[src/rtl/seq_divider_if.sv]
// seq_divider_if: start/busy/done handshake and operand/result bus of the sequential divider
interface seq_divider_if #(parameter int WIDTH = 32);
    logic             start;
    logic [1:0]       op;
    logic [WIDTH-1:0] dividend;
    logic [WIDTH-1:0] divisor;
    logic             busy;
    logic             done;
    logic [WIDTH-1:0] result;
    modport master(output start, op, dividend, divisor, input busy, done, result);
    modport slave(input start, op, dividend, divisor, output busy, done, result);
endinterface

[src/rtl/seq_divider.sv]
// seq_divider: multi-cycle RV32M DIV/DIVU/REM/REMU by restoring division, one quotient bit per cycle
module seq_divider #(parameter int WIDTH = 32) (
    input logic          clk,
    input logic          rst_n,
    seq_divider_if.slave bus
);
    localparam int CW = $clog2(WIDTH);
    typedef enum logic [1:0] {IDLE, RUN, FIX} state_t;
    state_t           state_q, state_d;
    logic [CW-1:0]    cnt_q, cnt_d;
    logic [WIDTH-1:0] rem_q, rem_d, quo_q, quo_d, dvs_q, dvs_d, res_q, res_d;
    logic             rsel_q, rsel_d, qneg_q, qneg_d, rneg_q, rneg_d, zero_q, zero_d, done_q, done_d;
    logic [WIDTH:0]   trial;
    logic             sgn;
    always_ff @(posedge clk) begin
        if (!rst_n) begin
            state_q <= IDLE;
            cnt_q   <= '0;
            rem_q   <= '0;
            quo_q   <= '0;
            dvs_q   <= '0;
            res_q   <= '0;
            rsel_q  <= 1'b0;
            qneg_q  <= 1'b0;
            rneg_q  <= 1'b0;
            zero_q  <= 1'b0;
            done_q  <= 1'b0;
        end else begin
            state_q <= state_d;
            cnt_q   <= cnt_d;
            rem_q   <= rem_d;
            quo_q   <= quo_d;
            dvs_q   <= dvs_d;
            res_q   <= res_d;
            rsel_q  <= rsel_d;
            qneg_q  <= qneg_d;
            rneg_q  <= rneg_d;
            zero_q  <= zero_d;
            done_q  <= done_d;
        end
    end
    // quo_q starts as the dividend magnitude and shifts its bits into the remainder as quotient bits fill in
    always_comb begin
        state_d = state_q;
        cnt_d   = cnt_q;
        rem_d   = rem_q;
        quo_d   = quo_q;
        dvs_d   = dvs_q;
        res_d   = res_q;
        rsel_d  = rsel_q;
        qneg_d  = qneg_q;
        rneg_d  = rneg_q;
        zero_d  = zero_q;
        done_d  = 1'b0;
        sgn     = ~bus.op[0];
        trial   = {rem_q, quo_q[WIDTH-1]} - {1'b0, dvs_q};
        case (state_q)
            IDLE: if (bus.start) begin
                state_d = RUN;
                cnt_d   = '0;
                rem_d   = '0;
                rsel_d  = bus.op[1];
                quo_d   = (sgn && bus.dividend[WIDTH-1]) ? -bus.dividend : bus.dividend;
                dvs_d   = (sgn && bus.divisor[WIDTH-1]) ? -bus.divisor : bus.divisor;
                qneg_d  = sgn && (bus.dividend[WIDTH-1] != bus.divisor[WIDTH-1]);
                rneg_d  = sgn && bus.dividend[WIDTH-1];
                zero_d  = bus.divisor == '0;
            end
            RUN: begin
                rem_d   = trial[WIDTH] ? {rem_q[WIDTH-2:0], quo_q[WIDTH-1]} : trial[WIDTH-1:0];
                quo_d   = {quo_q[WIDTH-2:0], ~trial[WIDTH]};
                cnt_d   = cnt_q + CW'(1);
                state_d = (cnt_q == CW'(WIDTH - 1)) ? FIX : RUN;
            end
            FIX: begin
                // divide-by-zero leaves rem = dividend magnitude, so only the quotient needs overriding
                state_d = IDLE;
                done_d  = 1'b1;
                res_d   = rsel_q ? (rneg_q ? -rem_q : rem_q) :
                          zero_q ? '1 : (qneg_q ? -quo_q : quo_q);
            end
            default: state_d = IDLE;
        endcase
    end
    assign bus.busy   = state_q != IDLE;
    assign bus.done   = done_q;
    assign bus.result = res_q;
endmodule

[src/flat_wrapper.sv]
// flat-port wrapper written by rule: the top's interface ports become plain ports
module seq_divider_flat 
#(parameter int WIDTH = 32)
  (clk, rst_n, bus_start, bus_op, bus_dividend, bus_divisor, bus_busy, bus_done, bus_result);
  seq_divider_if #(.WIDTH(WIDTH)) bus_i ();
  input logic clk;
  input logic rst_n;
  input wire logic [$bits(bus_i.start)-1:0] bus_start;
  input wire logic [$bits(bus_i.op)-1:0] bus_op;
  input wire logic [$bits(bus_i.dividend)-1:0] bus_dividend;
  input wire logic [$bits(bus_i.divisor)-1:0] bus_divisor;
  output wire logic [$bits(bus_i.busy)-1:0] bus_busy;
  output wire logic [$bits(bus_i.done)-1:0] bus_done;
  output wire logic [$bits(bus_i.result)-1:0] bus_result;
  assign bus_i.start = bus_start;
  assign bus_i.op = bus_op;
  assign bus_i.dividend = bus_dividend;
  assign bus_i.divisor = bus_divisor;
  assign bus_busy = bus_i.busy;
  assign bus_done = bus_i.done;
  assign bus_result = bus_i.result;
  seq_divider #(.WIDTH(WIDTH)) u_core (.clk(clk), .rst_n(rst_n), .bus(bus_i));
endmodule
[config.mk]
export PLATFORM = sky130hd
export DESIGN_NAME = seq_divider_flat
export DESIGN_NICKNAME = d
export VERILOG_FILES = /design/src/rtl/seq_divider_if.sv /design/src/rtl/seq_divider.sv /design/src/flat_wrapper.sv
export SDC_FILE = /design/constraint.sdc
export NUM_CORES = 1
export LEC_CHECK = 0
export ABC_AREA = 1
export BUFFER_PORTS_ARGS = -buffer_cell sky130_fd_sc_hd__buf_2
export CAP_MARGIN = 0
export CORE_MARGIN = 2
export CORE_UTILIZATION = 36
export DETAILED_ROUTE_END_ITERATION = 8
export PLACE_DENSITY = 0.64
export SLEW_MARGIN = 20
export SYNTH_ARGS = -nofsm -noshare
export SYNTH_HDL_FRONTEND = slang
export SYNTH_SLANG_ARGS = --single-unit
[constraint.sdc]
create_clock -name clk -period 2.85 [get_ports clk]
set_clock_uncertainty 0.2 [all_clocks]
set_input_delay 0.57 -clock clk [delete_from_list [all_inputs] [get_ports clk]]
set_output_delay 0.57 -clock clk [all_outputs]
set_load 0.02 [all_outputs]
* Yosys cells after proc, flatten, opt, wreduce, memory -nomap -nowiden
Index checks and enable logic that the tools add are counted. W data, S select, Z words.
Word-level totals: output and inout port bits 34, input port bits 69, register bits 140, logic and storage cells 50
Cells by class: reduce and logical (&&, ||, !) cells 9, mux-type cells 17, equality and inequality tests 5, add/sub/neg operators 6, bitwise operators 2
Operators with widths (count):
- $mux W32 | 9
- $neg A32 Y32 | 4
- $pmux W32 S2 | 2
- $sub A33 B32 Y33 | 1
- $logic_not A32 Y1 | 1
- $pmux W5 S2 | 1
- $add A5 B1 Y5 const B | 1
- $eq A5 B5 Y1 const B | 1
- $mux W5 | 1
- $mux W2 | 2
- $pmux W2 S2 | 1
- $reduce_and A2 Y1 | 2
- $reduce_bool A2 Y1 | 2
- $logic_and A1 B1 Y1 | 3
- $eq A2 B1 Y1 const B | 1
- $eq A2 B2 Y1 const B | 1
- $logic_not A2 Y1 | 1
- $ne A2 B2 Y1 const B | 1
- $not A1 Y1 | 2
- $mux W1 | 1
- $ne A1 B1 Y1 | 1

* Depth between registers and ports, before layout
Gate-level depths: netlist of run 1.
depth after elaboration 5, gate-level depth with buffers 18, mapped depth without buffers 17

* Worst setup path before layout of run 1
No wires, ideal clock.
path kind register -> register, from register u_core.quo_q[31], to register u_core.rem_q[22], setup time 0.143 ns, data arrival time 2.090 ns, path slack 0.417 ns, data required time 2.507 ns, clock period less this slack 2.433 ns, path buffers 1, cell stages (with the launch flop) 19, cells stage by stage dfxtp_1 inv_1 ha_1 fa_1 inv_1 nand2_1 nand2_1 nand3_2 nand2_4 nand2_4 nand2_4 nand2_4 nand2_4 nand2_8 nand2_8 buf_12 nand2_4 nand3_2 a21oi_2
On the way: longest elaborated chain between the ends 3
RTL lines:
- start, declared | line seq_divider.sv:11 | logic [WIDTH-1:0] rem_q, rem_d, quo_q, quo_d, dvs_q, dvs_d, res_q, res_d;
- start signal, assigned | line seq_divider.sv:32 | quo_q <= quo_d;
- $sub A33 B32 Y33 | line seq_divider.sv:56 | trial = {rem_q, quo_q[WIDTH-1]} - {1'b0, dvs_q};
- $mux W32 | line seq_divider.sv:70 | rem_d = trial[WIDTH] ? {rem_q[WIDTH-2:0], quo_q[WIDTH-1]} : trial[WIDTH-1:0];
- $pmux W32 S2 | line seq_divider.sv:57 | case (state_q)
- end signal, assigned | line seq_divider.sv:31 | rem_q <= rem_d;
- end, declared | line seq_divider.sv:11
No other way between the ends. A chain may end at the register's enable or synchronous reset.

* Worst setup path in the final report of run 1
from register u_core.rem_q[27], to register u_core.rem_q[30]
On the way: longest elaborated chain between the ends 3
RTL lines (line):
- $sub A33 B32 Y33 | seq_divider.sv:56
- $mux W32 | seq_divider.sv:70
- $pmux W32 S2 | seq_divider.sv:57
No other way between the ends.

==> results of run 1 <==
[per-layer routing]
metal  share of wire, %  global-route usage (%)  up-vias  wire [um]
li1                   -                       -     6954          -
met1                 47                    33.5     6307      20400
met2                 45                    39.2      434      19500
met3                5.2                    2.72       65       2260
met4                2.7                    7.57        0       1170
met5                  0                       0        -          0
[worst min path at each step]
stage	startpoint	end	slack, ns	cells after the start
floorplan	u_core.state_q[0]$_SDFFE_PN0P_	u_core.state_q[0]$_SDFFE_PN0P_	0.24	1
CTS	rst_n	u_core.bus.done$_SDFF_PN0_	0.20	3
detailed placement	u_core.bus.result[21]$_SDFFE_PN0P_	u_core.bus.result[21]$_SDFFE_PN0P_	0.26	2
global route	rst_n	u_core.bus.done$_SDFF_PN0_	0.22	3
finish	rst_n	u_core.bus.done$_SDFF_PN0_	0.21	3
global placement	u_core.dvs_q[31]$_SDFFE_PN0P_	u_core.dvs_q[31]$_SDFFE_PN0P_	0.25	2
[power groups by stage]
stage | Sequential, mW | Clock [mW] | Combinational (mW)
detailed placement | 2.61 | 0 | 10.8
CTS | 2.57 | 2.36 | 10.8
global placement | 2.61 | 0 | 10.7
floorplan | 2.49 | 0 | 8.45
global route | 2.60 | 2.45 | 12.4
finish | 2.58 | 2.34 | 11.1
[state kept, by name, indices dropped and copies added (netlist names)]
name	count
u_core.bus.result	32
u_core.dvs_q	32
u_core.quo_q	32
u_core.rem_q	32
u_core.cnt_q	5
u_core.state_q	2
u_core.bus.done	1
u_core.qneg_q	1
u_core.rneg_q	1
u_core.rsel_q	1
u_core.zero_q	1
[layout make-up]
type	count	area (um2)
Clock buffer	18	439
Inverter	285	1070
Sequential cell	140	2800
Tap cell	448	561
Fill cell	3648	19500
Clock inverter	14	163
Timing Repair Buffer	148	885
Multi-Input combinational cell	1584	8170
[placed cells by master, fill, tap and decap left out, types with 7 or more instances in the layout]
cell / synthesis / layout
sky130_fd_sc_hd__nand2_1: 565 / 563
sky130_fd_sc_hd__inv_1: 259 / 259
sky130_fd_sc_hd__nor2_1: 203 / 202
sky130_fd_sc_hd__nand3_1: 178 / 178
sky130_fd_sc_hd__a21oi_1: 160 / 160
sky130_fd_sc_hd__dfxtp_1: 140 / 140
sky130_fd_sc_hd__o21ai_0: 137 / 137
sky130_fd_sc_hd__buf_2: 12 / 102
sky130_fd_sc_hd__buf_4: 1 / 43
sky130_fd_sc_hd__ha_1: 38 / 37
sky130_fd_sc_hd__xor2_1: 33 / 33
sky130_fd_sc_hd__nand4_1: 25 / 25
sky130_fd_sc_hd__nand2_2: 23 / 25
sky130_fd_sc_hd__inv_2: 24 / 23
sky130_fd_sc_hd__nand3_2: 22 / 22
sky130_fd_sc_hd__a21oi_2: 22 / 22
sky130_fd_sc_hd__o211ai_1: 21 / 21
sky130_fd_sc_hd__a31oi_1: 21 / 21
sky130_fd_sc_hd__xnor2_1: 19 / 19
sky130_fd_sc_hd__nor3_1: 17 / 17
sky130_fd_sc_hd__clkbuf_16: 0 / 17
sky130_fd_sc_hd__nand2_4: 16 / 16
sky130_fd_sc_hd__nand3b_1: 11 / 11
sky130_fd_sc_hd__o221ai_1: 8 / 8
sky130_fd_sc_hd__nor2_2: 9 / 8
sky130_fd_sc_hd__clkinv_4: 0 / 7
[worst register-to-register path, cell delays in order (launching register included)]
cell	delay, ns
sky130_fd_sc_hd__dfxtp_1	0.50
sky130_fd_sc_hd__ha_1	0.38
sky130_fd_sc_hd__nand2_2	0.13
sky130_fd_sc_hd__nor2_2	0.07
sky130_fd_sc_hd__nand2_1	0.13
sky130_fd_sc_hd__inv_1	0.09
sky130_fd_sc_hd__a21oi_4	0.25
sky130_fd_sc_hd__nand2_4	0.11
sky130_fd_sc_hd__nand2_2	0.12
sky130_fd_sc_hd__nand3_1	0.24
sky130_fd_sc_hd__nand2_1	0.14
sky130_fd_sc_hd__nand2_1	0.05
sky130_fd_sc_hd__a21oi_1	0.14
[stage by stage]
| step | instances | power (mW) |
|---|---|---|
| after floorplan | 2081 | 10.9 |
| after global placement | 2604 | 13.3 |
| after detailed placement | 2604 | 13.4 |
| after CTS | 2636 | 15.8 |
| after global routing | 2637 | 17.4 |
| final | 2637 | 16.1 |
[cells by family (layout without fill, tap and decap cells)]
| group | after synthesis | count (layout) | share of synthesized area [%] |
|---|---|---|---|
| AOI/OAI and AO/OA | 400 | 400 | 18.4 |
| adders and majority gates | 39 | 39 | 4.02 |
| xor gates and xnor gates | 52 | 52 | 3.69 |
| and+or+nand+nor | 1092 | 1093 | 39.8 |
| buffers and inverters | 358 | 465 | 11.4 |
| DFF | 140 | 140 | 22.7 |
[what timing repair did]
item                       CTS  global route
hold buffers                 0             0
setup endpoints to repair    0            30
resized for setup            0             6
==> impl_metrics.sql, run 1 <==
INSERT INTO impl_metrics (metric_group, metric, value, unit) VALUES
('routing', 'antenna_violating_nets_post_route', '0', ''),
('logic_synthesis', 'async_reset_ff_share', '0', '%'),
('global_routing', 'final_global_route_overflow_total', '0', ''),
('logic_synthesis', 'syn_avg_cell_area', '5.93', 'um2'),
('placement', 'gpl.final_weighted_congestion', '0.967', ''),
('routing', 'drc_errors', '0', ''),
('clock_network', 'cts_tree', 'done', ''),
('cells_and_area', 'final_layout_size_suffix_gt1_share', '14.6', '%'),
('status', 'run_status', 'finished clean', ''),
('routing', 'drt-wirelength-per-cell', '16.4', 'um'),
('die', 'start_util', '36.7', '%'),
('global_routing', 'grt_max_degree', '63', ''),
('logic_synthesis', 'synth_seq_cells', '140', ''),
('placement', 'io_buffers', '102', ''),
('global_routing', 'global_route_wire_length_before_repair', '68400', 'um'),
('worst_setup_path', 'worstPathRequired', '3.01', 'ns'),
('power', 'clockPowerShare', '14.5', '%'),
('worst_setup_path', 'worst_path_largest_cell_delay', '0.50', 'ns'),
('timing', 'post-route-min-period', '2.63', 'ns'),
('power', 'p_per_area', '1140', 'nW/um2'),
('timing', 'relSlewSlack', '51.9', '%'),
('worst_setup_path', 'buf_inv_on_cp', '1', ''),
('timing', 'achievable-frequency', '381', 'MHz'),
('power', 'total_leakage_power', '6.89', 'nW'),
('worst_setup_path', 'critical_path_cell_count', '12', ''),
('die', 'die_area', '35800', 'um2'),
('timing', 'post-route-worst-setup-slack', '0.223', 'ns'),
('timing', 'final.setup.tns', '0', 'ns'),
('die', 'core.rowCount', '67', ''),
('placement', 'dp_hpwl', '34300', 'um'),
('clock_network', 'postCtsSetupRepairBufs', '0', ''),
('logic_synthesis', 'synthesis.instances', '2081', ''),
('logic_synthesis', 'synth_top_cell_area_share', '22.7', '%'),
('worst_setup_path', 'worstSetupStartpointType', 'flip-flop', ''),
('power', 'power_report.internal_total', '7.22', 'mW'),
('logic_synthesis', 'yosys-top-cells-area', 'sky130_fd_sc_hd__dfxtp_1 (23%), sky130_fd_sc_hd__nand2_1 (17%), sky130_fd_sc_hd__inv_1 (7.9%)', ''),
('worst_setup_path', 'slowest_stage', 'sky130_fd_sc_hd__dfxtp_1', ''),
('cells_and_area', 'finish.utilization', '41.9', '%'),
('logic_synthesis', 'synth.distinct_cells', '52', ''),
('worst_setup_path', 'reg2regPathDepth', '12', ''),
('global_routing', 'initial_antenna_violation_count', '0', ''),
('power', 'seqPwrFrac', '16.1', '%'),
('clock_network', 'cts_sinks', '140', ''),
('worst_setup_path', 'worstReg2RegStart', 'u_core.rem_q[27]$_SDFFE_PN0P_', ''),
('cells_and_area', 'ant_diodes', '0', ''),
('logic_synthesis', 'yosys_most_used_dff', 'sky130_fd_sc_hd__dfxtp_1', ''),
('logic_synthesis', 'edff_count_synth', '0', ''),
('power', 'power.switching_fraction', '55.0', '%'),
('cells_and_area', 'area_growth', '14.3', '%'),
('global_routing', 'groute.usage.overall', '24.2', '%'),
('routing', 'dr_total_vias', '13800', ''),
('logic_synthesis', 'most_frequent_cell_after_synthesis', 'sky130_fd_sc_hd__nand2_1', ''),
('worst_setup_path', 'timing.critical_path.from', 'u_core.rem_q[27]$_SDFFE_PN0P_', ''),
('worst_setup_path', 'r2r_end', 'u_core.rem_q[30]$_SDFFE_PN0P_', ''),
('cells_and_area', 'final_net_count', '2284', ''),
('logic_synthesis', 'post_synth_instance_area', '12300', 'um2'),
('logic_synthesis', 'synth_fp_nets', '2189', ''),
('timing', 'hold_viol_final', '0', ''),
('logic_synthesis', 'post_synth_most_frequent_cells', 'sky130_fd_sc_hd__nand2_1 (565), sky130_fd_sc_hd__inv_1 (259), sky130_fd_sc_hd__nor2_1 (203), sky130_fd_sc_hd__nand3_1 (178), sky130_fd_sc_hd__a21oi_1 (160)', ''),
('timing', 'worst_hold_slack', '0.214', 'ns'),
('clock_network', 'htree_levels', '4', ''),
('timing', 'setup_viol', '0', ''),
('timing', 'final.period_utilization', '92.2', '%'),
('die', 'chipHeight', '189', 'um'),
('die', 'core_area', '33600', 'um2'),
('routing', 'routed_wire_length', '43400', 'um'),
('clock_network', 'cts-buffers-inserted', '17', ''),
('logic_synthesis', 'synth_sequential_area_ratio', '22.7', '%'),
('worst_setup_path', 'most_numerous_cell_on_the_critical_path', 'sky130_fd_sc_hd__nand2_1', ''),
('global_routing', 'first_global_vias', '12600', ''),
('clock_network', 'clk_transition_reported_paths', '0.07', 'ns');
Power figures use the tool's default switching activity.
==> inputs of run 2 (changes only) <==
--- a/config.mk
+++ b/config.mk
@@ -11,6 +11,8 @@
 export CORE_MARGIN = 2
 export CORE_UTILIZATION = 36
 export DETAILED_ROUTE_END_ITERATION = 8
+export GPL_TIMING_DRIVEN = 0
+export MAX_ROUTING_LAYER = met4
 export PLACE_DENSITY = 0.64
 export SLEW_MARGIN = 20
 export SYNTH_ARGS = -nofsm -noshare
==> impl_metrics.sql, run 2 (synthesized netlist as in run 1, its figures left out) <==
INSERT INTO impl_metrics (metric_group, metric, value, unit) VALUES
('timing', 'post-route-min-period', '2.70', 'ns'),
('worst_setup_path', 'r2r_end', 'u_core.rem_q[16]$_SDFFE_PN0P_', ''),
('min_path', 'min_delay_worst_type', 'input port to flip-flop', ''),
('power', 'power.ir.vdd_worst', '0.613', 'mV'),
('timing', 'setup_viol', '0', ''),
('clock_network', 'ctsRootBufferMaster', 'sky130_fd_sc_hd__clkbuf_16', ''),
('timing', 'worst_hold_slack', '0.252', 'ns'),
('worst_setup_path', 'slowest_stage', 'sky130_fd_sc_hd__fa_1', ''),
('routing', 'detailedRoute.firstIterationViolations', '1165', ''),
('worst_setup_path', 'rrSetupSlack', '0.15', 'ns'),
('die', 'ioPinCount', '103', ''),
('die', 'die_width', '189', 'um'),
('timing', 'worst_slew_pin_slew', '0.818', 'ns'),
('worst_setup_path', 'most_numerous_cell_on_the_critical_path', 'sky130_fd_sc_hd__nand2_4', ''),
('routing', 'detail_route.vias_per_cell', '5.25', ''),
('placement', 'gpl.final_weighted_congestion', '0.938', ''),
('min_path', 'hold_path_end', 'u_core.dvs_q[25]$_SDFFE_PN0P_', ''),
('placement', 'place.detailed.instances', '2631', ''),
('placement', 'dp_hpwl', '38800', 'um'),
('cells_and_area', 'layout.cells.most_common_list', 'sky130_fd_sc_hd__nand2_1 (564), sky130_fd_sc_hd__inv_1 (258), sky130_fd_sc_hd__nor2_1 (203)', ''),
('cells_and_area', 'layout.cells.most_common', 'sky130_fd_sc_hd__nand2_1', ''),
('worst_setup_path', 'timing.critical_path.max_delay_family', 'simple AND/OR/NAND/NOR gates', ''),
('worst_setup_path', 'worstReg2RegStart', 'u_core.quo_q[31]$_SDFFE_PN0P_', ''),
('power', 'total_leakage_power', '6.81', 'nW'),
('global_routing', 'initial_antenna_violation_count', '0', ''),
('cells_and_area', 'final.fill_count', '3632', ''),
('global_routing', 'first_global_vias', '13300', ''),
('timing', 'maxSlewViolCount', '0', ''),
('worst_setup_path', 'worstSetupStartpointType', 'flip-flop', ''),
('timing', 'hold_viol_final', '0', ''),
('clock_network', 'cts_tree', 'done', ''),
('clock_network', 'htree_levels', '4', ''),
('routing', 'drt-wirelength-per-cell', '17.8', 'um'),
('global_routing', 'global_route_wire_length_before_repair', '73700', 'um'),
('worst_setup_path', 'buf_inv_on_cp', '3', ''),
('power', 'p_per_area', '1160', 'nW/um2'),
('worst_setup_path', 'worst-path-max-fanout', '10', ''),
('die', 'start_util', '36.7', '%'),
('global_routing', 'grt_max_degree', '17', ''),
('global_routing', 'groute.usage.overall', '27.3', '%'),
('worst_setup_path', 'worst_path_largest_cell_delay', '0.38', 'ns'),
('clock_network', 'cts_buffer_depth', '2', ''),
('cells_and_area', 'final_layout_size_suffix_gt1_share', '13.3', '%'),
('routing', 'antenna_violating_nets_post_route', '0', ''),
('timing', 'achievable-frequency', '370', 'MHz'),
('die', 'chipHeight', '189', 'um'),
('worst_setup_path', 'reg2regPathDepth', '16', ''),
('status', 'run_status', 'finished clean', ''),
('min_path', 'hold_path_depth', '4', ''),
('timing', 'final.period_utilization', '94.9', '%'),
('worst_setup_path', 'endpoint_kind', 'flip-flop', ''),
('routing', 'routed_wire_length', '47500', 'um'),
('worst_setup_path', 'critical_path_class', 'flip-flop to flip-flop', ''),
('global_routing', 'final_global_route_overflow_total', '0', ''),
('worst_setup_path', 'worstPathRequired', '2.96', 'ns'),
('min_path', 'hold_start', 'bus_divisor[25]', ''),
('clock_network', 'cts_sinks', '140', ''),
('worst_setup_path', 'cp_data_arrival_time', '2.81', 'ns'),
('die', 'core.rowCount', '67', ''),
('cells_and_area', 'area_growth', '14.3', '%'),
('clock_network', 'cts-buffers-inserted', '17', ''),
('die', 'core_area', '33600', 'um2'),
('die', 'die_area', '35800', 'um2'),
('timing', 'relSlewSlack', '45.4', '%'),
('timing', 'grt_setup_unrepaired', 'false', ''),
('routing', 'drc_errors', '0', ''),
('placement', 'io_buffers', '102', ''),
('cells_and_area', 'final_net_count', '2313', ''),
('clock_network', 'clk_latency', '0.45', 'ns'),
('cells_and_area', 'ant_diodes', '0', ''),
('job', 'maxcap_viol_count', '0', ''),
('worst_setup_path', 'timing.critical_path.cells', 'inv_2 -> ha_4 -> fa_1 -> inv_1 -> nand2_1 -> nand2_2 -> nand3_2 -> nand2_4 -> nand2_4 -> nand2_4 -> nand2_4 -> nand3_4 -> buf_2 -> nand3_1 -> nand3_2 -> a21oi_2', ''),
('cells_and_area', 'finalNonFillerCells', '2666', ''),
('routing', 'detail_route.first_pass.iterations', '6', ''),
('clock_network', 'clk_transition_reported_paths', '0.07', 'ns'),
('routing', 'dr_total_vias', '14000', '');
run 2: changes by cell type in the layout (fill, tap and decap cells not counted), moves of 2 or more:
cell	previous run	this run
sky130_fd_sc_hd__inv_6	2	5
sky130_fd_sc_hd__clkbuf_1	0	51
sky130_fd_sc_hd__buf_2	102	113
sky130_fd_sc_hd__inv_2	23	25
sky130_fd_sc_hd__buf_4	43	3
sky130_fd_sc_hd__clkinv_4	7	1
sky130_fd_sc_hd__inv_8	1	4
sky130_fd_sc_hd__buf_1	0	5
sky130_fd_sc_hd__nor2_4	6	4
run 2: power breakdown:
part	internal [mW]	total (mW)	leakage, nW	switching [mW]
registers	2.22	2.70	1.14	0.480
logic	3.90	11.4	5.37	7.46
clock network	1.33	2.35	0.293	1.03
total	7.44	16.4	6.81	8.97
run 2: final cells by class:
type,count,area (um2),share of cell area (%)
Multi-Input combinational cell,1583,8160,57.9
Buffer,73,343,2.43
Clock inverter,15,178,1.26
Sequential cell,140,2810,19.9
Clock buffer,17,425,3.02
Tap cell,448,561,3.98
Timing Repair Buffer,105,551,3.91
Inverter,285,1070,7.59
run 2: metal layers:
metal  global-route usage (%)  up-vias  part of all wire (%)
li1                         -     7027                     -
met1                     35.7     6463                    46
met2                     43.4      454                    45
met3                     4.52       63                   5.8
met4                     7.84        0                   2.4
met5                        -        -                     0
run 2: timing repair:
action / 4_1_cts / 5_1_grt
pin swaps: 0 / 1
resized for setup: 4 / 9
gates cloned: 0 / 1
setup endpoints to repair: 23 / 26
setup buffers: 0 / 2
hold buffers: 0 / 0
run 2: through the flow:
stage	setup TNS [ns]	total power, mW	utilization (%)	setup WS, ns	area, um2
finish	0	16.4	41.9	0.146	14100
CTS	0	16.0	41.7	0.0420	14000
floorplan	0	10.9	-	0.417	12300
global placement	-0.00517	13.5	39.9	-0.00517	13400
detailed placement	-0.458	13.6	39.9	-0.0671	13400
global route	0	17.8	41.9	0.00886	14100
run 2: how the worst max path moves through the flow:
stage                                    endpoint  cells after the start                     startpoint  slack [ns]
floorplan           u_core.rem_q[22]$_SDFFE_PN0P_                     18  u_core.quo_q[31]$_SDFFE_PN0P_        0.42
global placement    u_core.rem_q[30]$_SDFFE_PN0P_                     16   u_core.rem_q[0]$_SDFFE_PN0P_      -0.005
detailed placement  u_core.rem_q[30]$_SDFFE_PN0P_                     16   u_core.rem_q[0]$_SDFFE_PN0P_       -0.07
CTS                 u_core.rem_q[24]$_SDFFE_PN0P_                     18  u_core.quo_q[31]$_SDFFE_PN0P_        0.04
global route        u_core.rem_q[14]$_SDFFE_PN0P_                     18  u_core.quo_q[31]$_SDFFE_PN0P_       0.009
finish              u_core.rem_q[16]$_SDFFE_PN0P_                     16  u_core.quo_q[31]$_SDFFE_PN0P_        0.15
run 2: worst register-to-register path: stages, from the launching register on:
cell and delay [ns]:
sky130_fd_sc_hd__dfxtp_1 0.35, sky130_fd_sc_hd__inv_2 0.08, sky130_fd_sc_hd__ha_4 0.18, sky130_fd_sc_hd__fa_1 0.38, sky130_fd_sc_hd__inv_1 0.10, sky130_fd_sc_hd__nand2_1 0.08
sky130_fd_sc_hd__nand2_2 0.10, sky130_fd_sc_hd__nand3_2 0.08, sky130_fd_sc_hd__nand2_4 0.10, sky130_fd_sc_hd__nand2_4 0.05, sky130_fd_sc_hd__nand2_4 0.07, sky130_fd_sc_hd__nand2_4 0.08
sky130_fd_sc_hd__nand3_4 0.16, sky130_fd_sc_hd__buf_2 0.26, sky130_fd_sc_hd__nand3_1 0.14, sky130_fd_sc_hd__nand3_2 0.10, sky130_fd_sc_hd__a21oi_2 0.05
==> inputs of run 3 (changes only) <==
--- a/config.mk
+++ b/config.mk
@@ -8,12 +8,14 @@
 export ABC_AREA = 1
 export BUFFER_PORTS_ARGS = -buffer_cell sky130_fd_sc_hd__buf_2
 export CAP_MARGIN = 0
+export CELL_PAD_IN_SITES_DETAIL_PLACEMENT = 0
+export CELL_PAD_IN_SITES_GLOBAL_PLACEMENT = 1
 export CORE_MARGIN = 2
 export CORE_UTILIZATION = 36
 export DETAILED_ROUTE_END_ITERATION = 8
 export GPL_TIMING_DRIVEN = 0
 export MAX_ROUTING_LAYER = met4
-export PLACE_DENSITY = 0.64
+export PLACE_DENSITY = 0.82
 export SLEW_MARGIN = 20
 export SYNTH_ARGS = -nofsm -noshare
 export SYNTH_HDL_FRONTEND = slang
==> impl_metrics.sql, run 3 (synthesized netlist as in run 1, its figures left out) <==
INSERT INTO impl_metrics (metric_group, metric, value, unit) VALUES
('timing', 'setup_viol', '0', ''),
('routing', 'detail_route.first_pass.iterations', '6', ''),
('routing', 'detail_route.vias_per_cell', '5.19', ''),
('worst_setup_path', 'critical_path_class', 'flip-flop to flip-flop', ''),
('timing', 'worst_slew_pin_slew', '1.01', 'ns'),
('worst_setup_path', 'timing.critical_path.from', 'u_core.rem_q[24]$_SDFFE_PN0P_', ''),
('clock_network', 'clk_latency', '0.44', 'ns'),
('timing', 'post-route-min-period', '2.72', 'ns'),
('routing', 'drc_errors', '0', ''),
('timing', 'post-route-worst-setup-slack', '0.125', 'ns'),
('power', 'total_leakage_power', '6.77', 'nW'),
('min_path', 'hold_start', 'bus_divisor[0]', ''),
('worst_setup_path', 'worstReg2RegStart', 'u_core.rem_q[24]$_SDFFE_PN0P_', ''),
('routing', 'dr_total_vias', '13800', ''),
('clock_network', 'cts_sinks', '140', ''),
('die', 'core_area', '33600', 'um2'),
('routing', 'antenna_violating_nets_post_route', '0', ''),
('cells_and_area', 'finish.utilization', '41.8', '%'),
('clock_network', 'clk_transition_reported_paths', '0.07', 'ns'),
('timing', 'grt_setup_unrepaired', 'false', ''),
('timing', 'worst_hold_slack', '0.231', 'ns'),
('clock_network', 'cts_tree', 'done', ''),
('die', 'chipHeight', '189', 'um'),
('placement', 'io_buffers', '102', ''),
('clock_network', 'htree_levels', '4', ''),
('cells_and_area', 'finalNonFillerCells', '2666', ''),
('timing', 'achievable-frequency', '367', 'MHz'),
('worst_setup_path', 'worstPathRequired', '3.01', 'ns'),
('clock_network', 'cts-buffers-inserted', '17', ''),
('timing', 'final.period_utilization', '95.6', '%'),
('clock_network', 'postCtsHoldBufs', '0', ''),
('routing', 'detailedRoute.firstIterationViolations', '1303', ''),
('placement', 'place_ws', '-0.141', 'ns'),
('clock_network', 'cts_buffer_depth', '2', ''),
('timing', 'final.setup.tns', '0', 'ns'),
('die', 'die_width', '189', 'um'),
('routing', 'routed_wire_length', '46200', 'um'),
('placement', 'place.detailed.instances', '2631', ''),
('cells_and_area', 'final_layout_size_suffix_gt1_share', '13.3', '%'),
('die', 'die_area', '35800', 'um2'),
('cells_and_area', 'area_growth', '13.8', '%'),
('global_routing', 'final_global_route_overflow_total', '0', ''),
('die', 'start_util', '36.7', '%'),
('power', 'p_per_area', '1150', 'nW/um2'),
('clock_network', 'ctsRootBufferMaster', 'sky130_fd_sc_hd__clkbuf_16', ''),
('global_routing', 'groute.usage.overall', '26.4', '%'),
('placement', 'gpl.final_weighted_congestion', '0.971', ''),
('placement', 'dp_hpwl', '38000', 'um'),
('worst_setup_path', 'cp_data_arrival_time', '2.89', 'ns'),
('global_routing', 'global_route_wire_length_before_repair', '71100', 'um'),
('cells_and_area', 'ant_diodes', '0', ''),
('cells_and_area', 'final_net_count', '2313', ''),
('timing', 'hold_viol_final', '0', ''),
('timing', 'relSlewSlack', '32.9', '%'),
('worst_setup_path', 'worstSetupStartpointType', 'flip-flop', ''),
('power', 'power.ir.vdd_worst', '0.701', 'mV'),
('worst_setup_path', 'endpoint_kind', 'flip-flop', ''),
('min_path', 'min_delay_worst_type', 'input port to flip-flop', ''),
('worst_setup_path', 'worst-path-max-fanout', '10', ''),
('cells_and_area', 'layout.cells.most_common_list', 'sky130_fd_sc_hd__nand2_1 (564), sky130_fd_sc_hd__inv_1 (258), sky130_fd_sc_hd__nor2_1 (203)', ''),
('job', 'maxcap_viol_count', '0', ''),
('routing', 'drt-wirelength-per-cell', '17.3', 'um'),
('die', 'core.rowCount', '67', ''),
('global_routing', 'grt_max_degree', '17', ''),
('status', 'run_status', 'finished clean', ''),
('timing', 'maxSlewViolCount', '0', ''),
('global_routing', 'initial_antenna_violation_count', '0', ''),
('cells_and_area', 'layout.cells.most_common', 'sky130_fd_sc_hd__nand2_1', ''),
('die', 'ioPinCount', '103', ''),
('global_routing', 'first_global_vias', '12700', '');
==> run 3: changes by cell type in the layout (fill, tap and decap cells not counted), moves of 2 or more <==
cell	before	now
sky130_fd_sc_hd__inv_8	4	0
sky130_fd_sc_hd__bufinv_16	2	0
sky130_fd_sc_hd__clkinvlp_4	2	5
sky130_fd_sc_hd__dfxtp_2	0	2
==> run 3: final cells by class <==
class / instances / area [um2]
Clock buffer: 18 / 439
Inverter: 285 / 1070
Tap cell: 448 / 561
Multi-Input combinational cell: 1584 / 8160
Timing Repair Buffer: 104 / 543
Buffer: 73 / 345
Sequential cell: 140 / 2810
Clock inverter: 14 / 109
Fill cell: 3705 / 19600
==> run 3: layer usage <==
layer | wire length (um) | track usage (%) | part of all wire, % | vias to the layer above
li1 | - | - | - | 7015
met1 | 21500 | 35.5 | 46 | 6330
met2 | 21000 | 41.8 | 45 | 419
met3 | 2590 | 2.78 | 5.6 | 71
met4 | 1170 | 7.60 | 2.5 | 0
met5 | 0 | - | 0 | -
==> run 3: critical path: stages (launching register included) <==
cell and delay [ns]:
sky130_fd_sc_hd__dfxtp_1 0.54, sky130_fd_sc_hd__ha_1 0.36, sky130_fd_sc_hd__nand2_1 0.15, sky130_fd_sc_hd__nor2_2 0.06, sky130_fd_sc_hd__nand2_1 0.12, sky130_fd_sc_hd__inv_1 0.09
sky130_fd_sc_hd__a21oi_4 0.27, sky130_fd_sc_hd__nand3_4 0.24, sky130_fd_sc_hd__buf_4 0.24, sky130_fd_sc_hd__nand3_1 0.13, sky130_fd_sc_hd__nand3_2 0.10, sky130_fd_sc_hd__a21oi_2 0.12
==> run 3: final timing paths <==
kind | cells after the start | end | slack (ns)
worst max-delay path | 11 | u_core.rem_q[16]$_SDFFE_PN0P_ | 0.13
worst min-delay path | 3 | u_core.dvs_q[0]$_SDFFE_PN0P_ | 0.23
worst max register to register | 11 | u_core.rem_q[16]$_SDFFE_PN0P_ | 0.13
worst min register to register | 2 | u_core.bus.result[27]$_SDFFE_PN0P_ | 0.27
==> run 3: where the power goes <==
group,leakage (nW),switching (mW),total (mW),internal [mW]
logic,5.37,7.49,11.3,3.85
registers,1.14,0.446,2.67,2.22
clock network,0.256,0.984,2.13,1.15
total,6.77,8.92,16.1,7.22
==> run 3: through the flow <==
step                      area [um2]  power (mW)
after floorplan                12300        10.9
after global placement         13400        13.5
after detailed placement       13400        13.5
after CTS                      14000        15.7
after global routing           14000        17.5
final                          14000        16.1
==> run 3: what timing repair did <==
item | 4_1_cts | 5_1_grt
setup buffers | 0 | 1
resized for setup | 2 | 11
pin swaps | 0 | 1
setup endpoints to repair | 14 | 31
gates cloned | 0 | 2
